$ cat src/rtl/ibus_sram_responder.sv
// ibus_sram_responder: answers instruction fetches from a single-port
// synchronous SRAM, one request in flight, with a per-request response delay.
//
// Handshake: a request is accepted in the cycle where ireq.valid and
// iresp.addr_ok are both high; the initiator holds valid/addr until then.
// iresp.data_ok pulses for exactly one cycle with iresp.data when the
// response is ready; there is no back-pressure on the response side.

package ibus_pkg;
  typedef struct packed {
    logic        valid;
    logic [31:0] addr;
  } ibus_req_t;

  typedef struct packed {
    logic        addr_ok;
    logic        data_ok;
    logic [31:0] data;
  } ibus_resp_t;
endpackage

module ibus_sram_responder
  import ibus_pkg::*;
#(
  parameter int MEM_AW  = 12,
  parameter int DELAY_W = 4
) (
  input  logic                clk,
  input  logic                resetn,
  input  ibus_req_t           ireq,
  output ibus_resp_t          iresp,
  input  logic [DELAY_W-1:0]  delay,
  output logic                mem_en,
  output logic [MEM_AW-1:0]   mem_addr,
  input  logic [31:0]         mem_rdata,
  output logic [1:0]          dbg_state
);

  localparam logic [1:0] S_IDLE = 2'd0;
  localparam logic [1:0] S_READ = 2'd1;
  localparam logic [1:0] S_WAIT = 2'd2;
  localparam logic [1:0] S_RESP = 2'd3;

  logic [1:0]         state;
  logic [MEM_AW-1:0]  addr_q;
  logic [DELAY_W-1:0] cnt;
  logic               oor;
  logic [31:0]        data_q;

  logic addr_ok;
  logic accept;
  logic in_range;

  // Byte-offset bits never select anything: a misaligned fetch gets its word.
  logic unused_addr_bits;
  assign unused_addr_bits = ^ireq.addr[1:0];

  // Acceptance and range decode; addr_ok is gated by reset so it reads 0
  // while resetn is low even though state is already IDLE.
  always_comb begin
    addr_ok  = (state == S_IDLE) && resetn;
    accept   = ireq.valid && addr_ok;
    in_range = (ireq.addr[31:MEM_AW+2] == '0);
  end

  // SRAM port: read strobe only in the accepting cycle of an in-range fetch;
  // otherwise the address lines rest on the last latched word address.
  always_comb begin
    mem_en   = accept && in_range;
    mem_addr = mem_en ? ireq.addr[MEM_AW+1:2] : addr_q;
  end

  // Response side is a pure function of state and the captured data.
  always_comb begin
    iresp.addr_ok = addr_ok;
    iresp.data_ok = (state == S_RESP);
    iresp.data    = data_q;
    dbg_state     = state;
  end

  // Request FSM: IDLE accepts, READ captures SRAM data, WAIT burns the
  // latched delay, RESP presents data_ok for one cycle.
  always_ff @(posedge clk or negedge resetn) begin
    if (!resetn) begin
      state  <= S_IDLE;
      addr_q <= '0;
      cnt    <= '0;
      oor    <= 1'b0;
      data_q <= 32'h0;
    end else begin
      case (state)
        S_IDLE: begin
          if (accept) begin
            addr_q <= ireq.addr[MEM_AW+1:2];
            cnt    <= delay;
            oor    <= !in_range;
            state  <= S_READ;
          end
        end
        S_READ: begin
          data_q <= oor ? 32'h0 : mem_rdata;
          state  <= (cnt != '0) ? S_WAIT : S_RESP;
        end
        S_WAIT: begin
          if (cnt != '0) begin
            cnt <= cnt - DELAY_W'(1);
          end
          // cnt is at least 1 on entry, so this yields exactly 'delay' cycles.
          if (cnt <= DELAY_W'(1)) begin
            state <= S_RESP;
          end
        end
        default: begin
          state <= S_IDLE;
        end
      endcase
    end
  end

endmodule

$ cat config.mk
export PLATFORM = sky130hd
export DESIGN_NAME = ibus_sram_responder
export DESIGN_NICKNAME = d
export VERILOG_FILES = /design/src/rtl/ibus_sram_responder.sv
export SDC_FILE = /design/constraint.sdc
export NUM_CORES = 1
export LEC_CHECK = 0
export CORE_MARGIN = 2
export CORE_UTILIZATION = 45
export DETAILED_ROUTE_END_ITERATION = 7
export DONT_BUFFER_PORTS = 1
export PLACE_DENSITY = 0.7
export SLEW_MARGIN = 20
export SYNTH_ARGS = -nofsm -noshare
export SYNTH_HDL_FRONTEND = slang
export SYNTH_SLANG_ARGS = --single-unit
$ cat constraint.sdc
create_clock -name clk -period 6.29 [get_ports clk]
set_input_delay 0.3145 -clock clk [delete_from_list [all_inputs] [get_ports clk]]
set_output_delay 0.3145 -clock clk [all_outputs]
set_load 0.03 [all_outputs]
==> summary.md, run 1 <==
| Metric | Value |
|---|---|
| Reg2reg path depth | 7 |
| DP Cell Count | 295 |
| CTS Root Cell | clkbuf_8 |
| Share of the synthesized area in the top cell type | 0.534 |
| Synth area leader | dfrtp_1 |
| N_diodes | 0 |
| Hold Startpoint | mem_rdata[28] |
| Mapped Area | about 2400 µm² |
| Sw Pwr | between 0.0003 and 0.0004 W |
| Num CTS Buffers | 5 |
| Capturing point of the worst reg2reg path | oor |
| CP required | 5.98 ns |
| CP Launch Type | flip-flop |
| Int Pwr | 0.000653 W |
| Post-DP HPWL | about 3.3 mm |
| Initial antenna violation count | 0 |
| Final hold violation count | 0 |
| Vias in the first global route | ~1.7k |
| Residual DRC | 0 |
| Design area | 2600 µm² |
| Clock Skew | 0.00684 ns |
| Least-Margin Pin Slew | between 0.7 and 0.8 ns |
| Core area | 5110 µm² |
| Hold Path Class | in -> reg |
| Maximum number of pins on one net before global-route repair | 52 |
| Setup CP Type | reg -> out |
| Post-cts sizing count | 0 |
| Overflow left after global routing | 0 |
| Via count | about 1.6k |
| Routed len/inst | 15.1 µm |
| Total Wirelength | 4.62 mm |
| PD cells | roughly 400 nW/µm² |
| Synth Instances | 234 |
| Fmax | slightly below 0.3 GHz |
| Tot GR Track Use | 0.161 |
| Reg2Reg Setup Slack | roughly 3.8 ns |
| Worst Hold End | data_q[28] |
| H-tree depth | 2 |
| Routed vias/inst | 5.23 |
| Max_cap viols | 0 |
| Port-buffer cells | 0 |
| Die Ht | between 70 and 80 µm |
| Placed Area | 2440 µm² |
| Ranking of synthesized cells by area | dfrtp_1 (53%), mux2_2 (12%), o21ai_0 (7.1%) |
| Status | finished clean |
| Critical Path AT | 3.06 ns |
| Area delta synth->final | 9.01% |
| Syn_area_per_cell | 10.2 µm² |
| Hold path depth | 2 |
| Sequential area share after synthesis | 0.534 |
| Asr flop ratio synth | 1.00 |
| Final setup viols | 0 |
| Comb pwr share | 0.362 |
| Nets | 313 |
| Clk pwr share | 0.213 |
| Clk slew on worst S/H paths | 0.09 ns |
| Sw frac | 0.379 |
| CTS max path bufs | 2 |
| Highest-count cells in the layout ignoring fill and taps | dfrtp_1 (51), inv_1 (37), nand2_1 (35), o21ai_0 (34), mux2_2 (26) |
| Post-synth EDFFs | 0 |
| Syn Nets | 312 |
| First-pass GRT wire length | 7.78 mm |
| Setup Fix Bufs, Post-CTS | 0 |
| #FFs+latches synth | 51 |
| Cell variety after synth | 30 |
| DRT iter0 DRCs | 49 |
| Layout cell share with drive strength beyond 1 | 0.174 |
| Yosys warns | 0 |
| Slew HR | 0.500 |
| Die X | 76.9 µm |
| Peak supply drop | about 0.29 mV |
| Dominant synthesized flop cell | dfrtp_1 |
| Worst hold slack | approximately 0.13 ns |
| Period utilisation layout | 0.537 |
| Final worst path period need | between 3 and 4 ns |
| CTS tree | built |
| Reg2reg start | dbg_state[1] |
| Seq pwr share | 0.424 |
| Endpoint class of the critical path | primary output |
| Most common cell after layout, fill and taps aside | dfrtp_1 |
| CP max FO | 16 |
| Std-Cell Rows | 26 |
| Initial Util | 0.468 |
| Global placer's final weighted congestion | 0.722 |
| TritonRoute pass-1 iters | 4 |
| Pins Over Slew Limit | 0 |
| Clk_lat worst skew | 0.30 ns |
| Clk sink count | 51 |
| RSZ-0062 raised after global routing | no |
| I/O pins | 120 |
| Die area | 5910 µm² |
| Final ANT Viol Nets | 0 |
| Final Non-Filler Cells | roughly 310 |
| Setup TNS | 0 ns |
| Static Leakage | 1.10 nW |
power by group through the flow:
stage	logic (W)	clock network (W)	registers [W]
2_1_floorplan	0.000334	0	0.000437
3_3_place_gp	0.000362	0	0.000450
3_5_place_dp	0.000378	0	0.000449
4_1_cts	0.000386	0.000233	0.000445
5_1_grt	0.000420	0.000245	0.000456
6_report	0.000381	0.000224	0.000445
state kept, by name, summed over array words and instances, names as in the netlist:
register / cells
cnt: 4
dbg_state: 2
oor: 1
data_q: 32
addr_q: 12
cells in the mapped netlist, drive strengths merged, types with 2 or more instances:
master  instances
a21oi           3
buf             3
clkbuf          7
dfrtp          51
ha              7
inv            37
mux2           26
mux2i           2
nand2          35
nand3           3
nand4b          2
nor2            5
nor2b           2
nor4            4
o211ai          3
o21ai          34
worst max path at each step:
stage                      start            to  cells past startpoint
CTS                 dbg_state[1]   mem_addr[7]                      6
floorplan           dbg_state[0]  mem_addr[10]                      7
detailed placement  dbg_state[1]   mem_addr[7]                      6
global placement    dbg_state[0]   mem_addr[7]                      6
global route        dbg_state[1]   mem_addr[5]                      7
finish              dbg_state[1]   mem_addr[7]                      7
logic make-up after synthesis:
| family | count (synthesis) | share of synthesized area |
|---|---|---|
| DFF | 51 | 0.534 |
| AOI/OAI and AO/OA | 45 | 0.104 |
| adders and majority gates | 7 | 0.0367 |
| muxes | 28 | 0.131 |
| and+or+nand+nor | 56 | 0.116 |
| buffers and inverters | 47 | 0.0786 |
critical path, cell delays in order (launching register included):
cell	delay, ns
dfrtp_1	0.55
inv_1	0.15
ha_1	0.28
nand3_2	0.33
nand4b_1	0.34
nor4_4	0.43
buf_6	0.24
mux2_2	0.44
stage by stage:
step | util | setup slack (ns) | total power, W
after floorplan | - | 3.77 | 0.000771
after global placement | 0.477 | 2.98 | 0.000811
after detailed placement | 0.477 | 2.94 | 0.000828
after CTS | 0.507 | 2.59 | 0.00106
after global routing | 0.510 | 2.67 | 0.00112
final | 0.510 | 2.91 | 0.00105
layer usage:
metal  track usage  share of wire
met1         0.196           0.41
met5             0              0
met4        0.0382         0.0074
met3        0.0694           0.13
met2         0.264           0.46
repair_timing:
action | 4_1_cts | 5_1_grt
endpoints found under the hold margin | 51 | 0
endpoints found under the setup margin | 0 | 0
hold buffers | 2 | 0
cell type report:
| type | count | area (µm²) |
|---|---|---|
| Clock buffer | 5 | 68.8 |
| Clock inverter | 3 | 43.8 |
| Fill cell | 463 | 2500 |
| Inverter | 37 | 139 |
| Multi-Input combinational cell | 136 | 932 |
| Sequential cell | 51 | 1280 |
| Tap cell | 70 | 87.6 |
| Timing Repair Buffer | 4 | 56.3 |
(Power assumes the default switching activity.)
==> run 2, diff against run 1 <==
Settings changed: PLACE_DENSITY 0.7 to 0.72.
Clock period 6.29 ns to 2.85 ns, I/O delays scaled along.
==> run 2 against run 1 <==
Count of clock-buffer cells in the layout rose by 1. Worst setup slack got worse by 2.5 ns. Sequential share of layout area shrank 7.3 points. Sequential power is 110% higher. Register-to-register slack worse by 3.1 ns. Critical path type unchanged. Power is 120% higher. Wire length grew 15%. Highest routed layer unchanged. Worst hold slack got worse by 0.085 ns. Clock skew shrank 0.0016 ns. Critical path depth unchanged.
==> summary.md, run 2 (same netlist as run 1, synthesis figures left out) <==
| Metric | Value |
|---|---|
| H-tree depth | 2 |
| Final worst path period need | approximately 2.5 ns |
| Status | finished clean |
| Fmax | 0.405 GHz |
| CTS Root Cell | clkbuf_8 |
| Routed vias/inst | 5.13 |
| Core area | 5110 µm² |
| Num CTS Buffers | 5 |
| Overall power | 0.00235 W |
| Static Leakage | 1.29 nW |
| Setup CP Type | reg -> out |
| First-pass GRT wire length | 8.89 mm |
| Max_cap viols | 0 |
| Top delay family on crit path | simple AND/OR/NAND/NOR gates |
| Post-cts sizing count | 0 |
| Pins Over Slew Limit | 0 |
| Filler cell count | 423 |
| Total Wirelength | 5.31 mm |
| Std-Cell Rows | 26 |
| Highest-count cells in the layout ignoring fill and taps | dfrtp_1 (51), dlygate4sd3_1 (46), inv_1 (37), nand2_1 (35), o21ai_0 (34) |
| N_diodes | 0 |
| Maximum number of pins on one net before global-route repair | 52 |
| RSZ-0062 raised after global routing | no |
| Slew HR | 0.473 |
| Setup TNS | 0 ns |
| Peak supply drop | 0.780 mV |
| Die area | between 5000 and 6000 µm² |
| CTS max path bufs | 2 |
| Layout cell share with drive strength beyond 1 | 0.155 |
| Clk sink count | 51 |
| Clk_lat worst skew | around 0.30 ns |
| WP buf/inv | 2 |
| Critical Path AT | 2.33 ns |
| Nets | 361 |
| Least-Margin Pin Slew | 0.785 ns |
| TritonRoute pass-1 iters | 4 |
| Post-CTS Hold Buffers | 47 |
| Overflow left after global routing | 0 |
| Hold Startpoint | delay[1] |
| Global placer's final weighted congestion | 0.789 |
| Max reg flops | 32 |
| Hold Path Class | in -> reg |
| Tot GR Track Use | 0.185 |
| Reg2Reg Setup Slack | between 0.6 and 0.7 ns |
| Area delta synth->final | 28.1% |
| Setup Fix Bufs, Post-CTS | 0 |
| Port-buffer cells | 0 |
| Final ANT Viol Nets | 0 |
| Capturing point of the worst reg2reg path | cnt[2] |
| CP max FO | 14 |
| Final setup viols | 0 |
| CP Launch Type | flip-flop |
| Worst Hold End | cnt[1] |
| Residual DRC | 0 |
| DRT iter0 DRCs | 68 |
| CTS tree | built |
| CP cell instances | inv_1 > ha_1 > nand3_2 > nand4b_1 > nor4_4 > buf_4 > mux2_2 |
| Routed len/inst | 15.0 µm |
| Hold path depth | 2 |
| Via count | between 1.5k and 2k |
| Period utilisation layout | 0.867 |
| Core Util, Final | 0.599 |
| CP required | 2.71 ns |
| Die X | 76.9 µm |
| Final hold violation count | 0 |
| PD cells | 769 nW/µm² |
| Register with the most flip-flops | data_q |
| Crit-path slowest cell | mux2_2 |
| Die Ht | 76.9 µm |
| Reg2reg start | dbg_state[1] |
| Vias in the first global route | 1,934 |
| Clock Skew | 0.00525 ns |
| Initial Util | 0.468 |
| Endpoint class of the critical path | primary output |
| Clk slew on worst S/H paths | 0.09 ns |
| Post-DP HPWL | approximately 3.3 mm |
| Most common cell after layout, fill and taps aside | dfrtp_1 |
| Largest regs | data_q x32, addr_q x12, cnt x4 |
| Initial antenna violation count | 0 |
| Reg2reg path depth | 6 |
| I/O pins | 120 |
| Max incr delay on CP | roughly 0.46 ns |
==> run 2: cell types whose count changed in the layout (fill, tap and decap cells not counted), sizes merged <==
| cell | previous run | this run |
|---|---|---|
| clkbuf | 5 | 6 |
| dlygate4sd3 | 1 | 46 |
| clkinv | 2 | 1 |
| clkinvlp | 0 | 1 |
| buf | 3 | 6 |
| bufinv | 1 | 0 |
==> run 2: worst max-delay path by stage <==
stage | start | cells after the start | slack [ns] | endpoint
after floorplan | dbg_state[0] | 7 | 0.51 | mem_addr[10]
after global placement | dbg_state[1] | 6 | 0.72 | cnt[2]
after detailed placement | dbg_state[1] | 6 | 0.67 | cnt[2]
after CTS | dbg_state[1] | 7 | 0.34 | mem_addr[6]
after global routing | dbg_state[0] | 7 | 0.19 | mem_addr[5]
final | dbg_state[1] | 7 | 0.38 | mem_addr[5]
==> run 2: worst register-to-register path, delay by kind of cell (launching register included) <==
| kind | cells | cell delay, ns |
|---|---|---|
| compound gates | 1 | 0.64 |
| fa+ha+maj | 1 | 0.45 |
| flops | 1 | 0.36 |
| mux | 1 | 0.27 |
| simple gates | 2 | 0.20 |
| buf+inv | 1 | 0.19 |
==> run 2: cell type report <==
type | instances | area (µm²) | share of cell area
timing repair buffer | 52 | 526 | 0.172
inverter | 37 | 139 | 0.0454
multi-input combinational | 136 | 932 | 0.305
clock buffer | 6 | 82.6 | 0.0270
sequential | 51 | 1280 | 0.417
tap | 70 | 87.6 | 0.0286
clock inverter | 2 | 16.3 | 0.00532
==> run 2: layer usage <==
layer,vias up,part of all wire,global-route usage
met4,0,0.0047,0.0327
li1,863,-,-
met2,90,0.49,0.331
met3,4,0.098,0.0718
met1,860,0.41,0.213
met5,-,0,0
==> run 2: power by group <==
group	internal (W)	leakage, nW	switching, W
sequential	0.000857	0.669	0.0000841
combinational	0.000385	0.577	0.000589
clock	0.000199	0.0474	0.000237
total	0.00144	1.29	0.000911
==> run 2: through the flow <==
step                cells  cell area [µm²]  hold WS (ns)  setup WS [ns]
global placement      299             2470        -0.152          0.724
CTS                   354             3050        0.0298          0.342
finish                354             3060        0.0481          0.379
global route          354             3060        0.0451          0.191
floorplan             234             2390        -0.153          0.506
detailed placement    299             2470        -0.152          0.668
==> run 3, diff against run 2 <==
Settings changed: CORE_UTILIZATION 45 to 56, PLACE_DENSITY 0.72 to 0.84.
==> run 3 against run 2 <==
Sequential cell count is the same. Core utilization grew 15 points. Clock skew is essentially flat. Clock power grew 9.4%. Worst hold slack lost 0.018 ns. Non-clock buffer count grew 1. Sequential power shrank 0.7%. Sequential share of layout area grew 0.26 points. Die area shrank 19%. Power grew 1.3%. Wire length grew 6.3%. Critical path depth is the same. Critical path type unchanged. Largest cell class unchanged. Largest power group unchanged.
==> summary.md, run 3 (same netlist as run 1, synthesis figures left out) <==
| Metric | Value |
|---|---|
| Std-Cell Rows | 23 |
| PD cells | 783 nW/µm² |
| Register area | 1280 µm² |
| TritonRoute pass-1 iters | 4 |
| I/O pins | 120 |
| Final WS setup | ~0.35 ns |
| Period utilisation layout | 0.878 |
| CP max FO | 12 |
| Max_cap viols | 0 |
| Clock Skew | 0.00536 ns |
| Final hold violation count | 0 |
| Core Util, Final | 0.749 |
| Total Wirelength | 5.65 mm |
| Post-DP HPWL | 3.37 mm |
| Die area | 4800 µm² |
| Status | finished clean |
| Routed vias/inst | roughly 5.5 |
| Critical Path AT | 2.36 ns |
| Residual DRC | 0 |
| Post-CTS Hold Buffers | 47 |
| Filler cell count | 239 |
| RSZ-0062 raised after global routing | no |
| Pins Over Slew Limit | 0 |
| Via count | 1,834 |
| Setup Fix Bufs, Post-CTS | 0 |
| Die X | 69.3 µm |
| Final Non-Filler Cells | 334 |
| Placed Area | 2450 µm² |
| Clk slew on worst S/H paths | 0.08 ns |
| Fmax | ~0.40 GHz |
| CP required | roughly 2.7 ns |
| Highest-count cells in the layout ignoring fill and taps | dfrtp_1 (51), dlygate4sd3_1 (46), inv_1 (37), nand2_1 (35), o21ai_0 (34) |
| Static Leakage | 1.30 nW |
| Routed len/inst | between 15 and 20 µm |
| Nets | 362 |
| Setup TNS | 0 ns |
| Global placer's final weighted congestion | about 0.82 |
| CTS max path bufs | 2 |
| Clk_lat worst skew | 0.29 ns |
| Post-cts sizing count | 0 |
| Hold Path Class | in -> reg |
| Register with the most flip-flops | data_q |
| Vias in the first global route | around 1.9k |
| CTS tree | built |
| Initial antenna violation count | 0 |
| Core area | slightly above 4000 µm² |
| Area delta synth->final | 27.3% |
| Design area | between 3000 and 4000 µm² |
| First-pass GRT wire length | 9.38 mm |
| Slew HR | 0.473 |
| Endpoint class of the critical path | primary output |
| Port-buffer cells | 0 |
| Final ANT Viol Nets | 0 |
| Final worst path period need | 2.50 ns |
| CTS Root Cell | clkbuf_8 |
| Num CTS Buffers | 5 |
| Least-Margin Pin Slew | about 0.78 ns |
| Setup CP Type | reg -> out |
| H-tree depth | 2 |
| Maximum number of pins on one net before global-route repair | 52 |
| DRT iter0 DRCs | approximately 120 |
| Final setup viols | 0 |
| N_diodes | 0 |
| Tot GR Track Use | 0.245 |
| Max reg flops | 32 |
| Peak supply drop | 0.699 mV |
| Clk sink count | 51 |
| Overflow left after global routing | 0 |
| Initial Util | 0.589 |
| DP Cell Count | 280 |
| Area of the multi-input gates | 927 µm² |
| Most common cell after layout, fill and taps aside | dfrtp_1 |
| Layout cell share with drive strength beyond 1 | 0.151 |
| CP Launch Type | flip-flop |
| Die Ht | 69.3 µm |
| Largest regs | data_q x32, addr_q x12, cnt x4 |
| Pre-CTS setup slack | 0.657 ns |
==> run 3: changes by cell type in the layout (fill, tap and decap cells not counted) <==
cell        before  now
clkbuf_1         0    1
clkinvlp_4       1    0
clkinv_4         1    0
nor2b_2          0    1
buf_4            5    6
nor2b_4          1    0
clkbuf_8         6    5
bufinv_16        0    1
==> run 3: path summary, 6_finish.rpt <==
| check | cells after the start | to | slack (ns) | start |
|---|---|---|---|---|
| worst min register to register | 1 | addr_q[11] | 0.51 | addr_q[11] |
| worst min-delay path | 2 | oor | 0.03 | ireq[18] |
| worst max register to register | 6 | cnt[2] | 0.65 | dbg_state[1] |
| min in group asynchronous | 2 | data_q[5] | 0.37 | resetn |
| max in group asynchronous | 2 | cnt[1] | 2.28 | resetn |
| worst max-delay path | 7 | mem_addr[4] | 0.35 | dbg_state[0] |
==> run 3: layer usage <==
layer | vias up | wire length [µm] | global-route usage
met3 | 2 | 503 | 0.0974
met1 | 885 | 2230 | 0.297
met2 | 82 | 2890 | 0.419
met4 | 0 | 21 | 0.0458
li1 | 865 | - | -
met5 | - | 0 | 0
==> run 3: layout make-up <==
cell class,count,area share
flip-flops and latches,51,0.420
multi-input cells,136,0.305
repair buffers,53,0.175
inverters,37,0.0457
clock buffers,6,0.0239
well taps,50,0.0206
clock inverters,1,0.00988
==> run 3: critical path: stages (launching register included) <==
cell      delay [ns]
dfrtp_1         0.38
inv_1           0.08
ha_1            0.25
nand3_2         0.10
nand4b_1        0.24
nor4_4          0.24
buf_4           0.32
mux2_2          0.46
==> run 3: per-stage QoR <==
stage	total power, W	hold slack, ns
after floorplan	0.00170	-0.153
after global placement	0.00182	-0.152
after detailed placement	0.00185	-0.152
after CTS	0.00240	0.0139
after global routing	0.00253	0.0572
final	0.00238	0.0300
==> run 3: power breakdown <==
group / total [W] / switching (W) / internal, W
Clock: 0.000477 / 0.000220 / 0.000258
Sequential: 0.000934 / 0.0000774 / 0.000857
Combinational: 0.000969 / 0.000585 / 0.000384
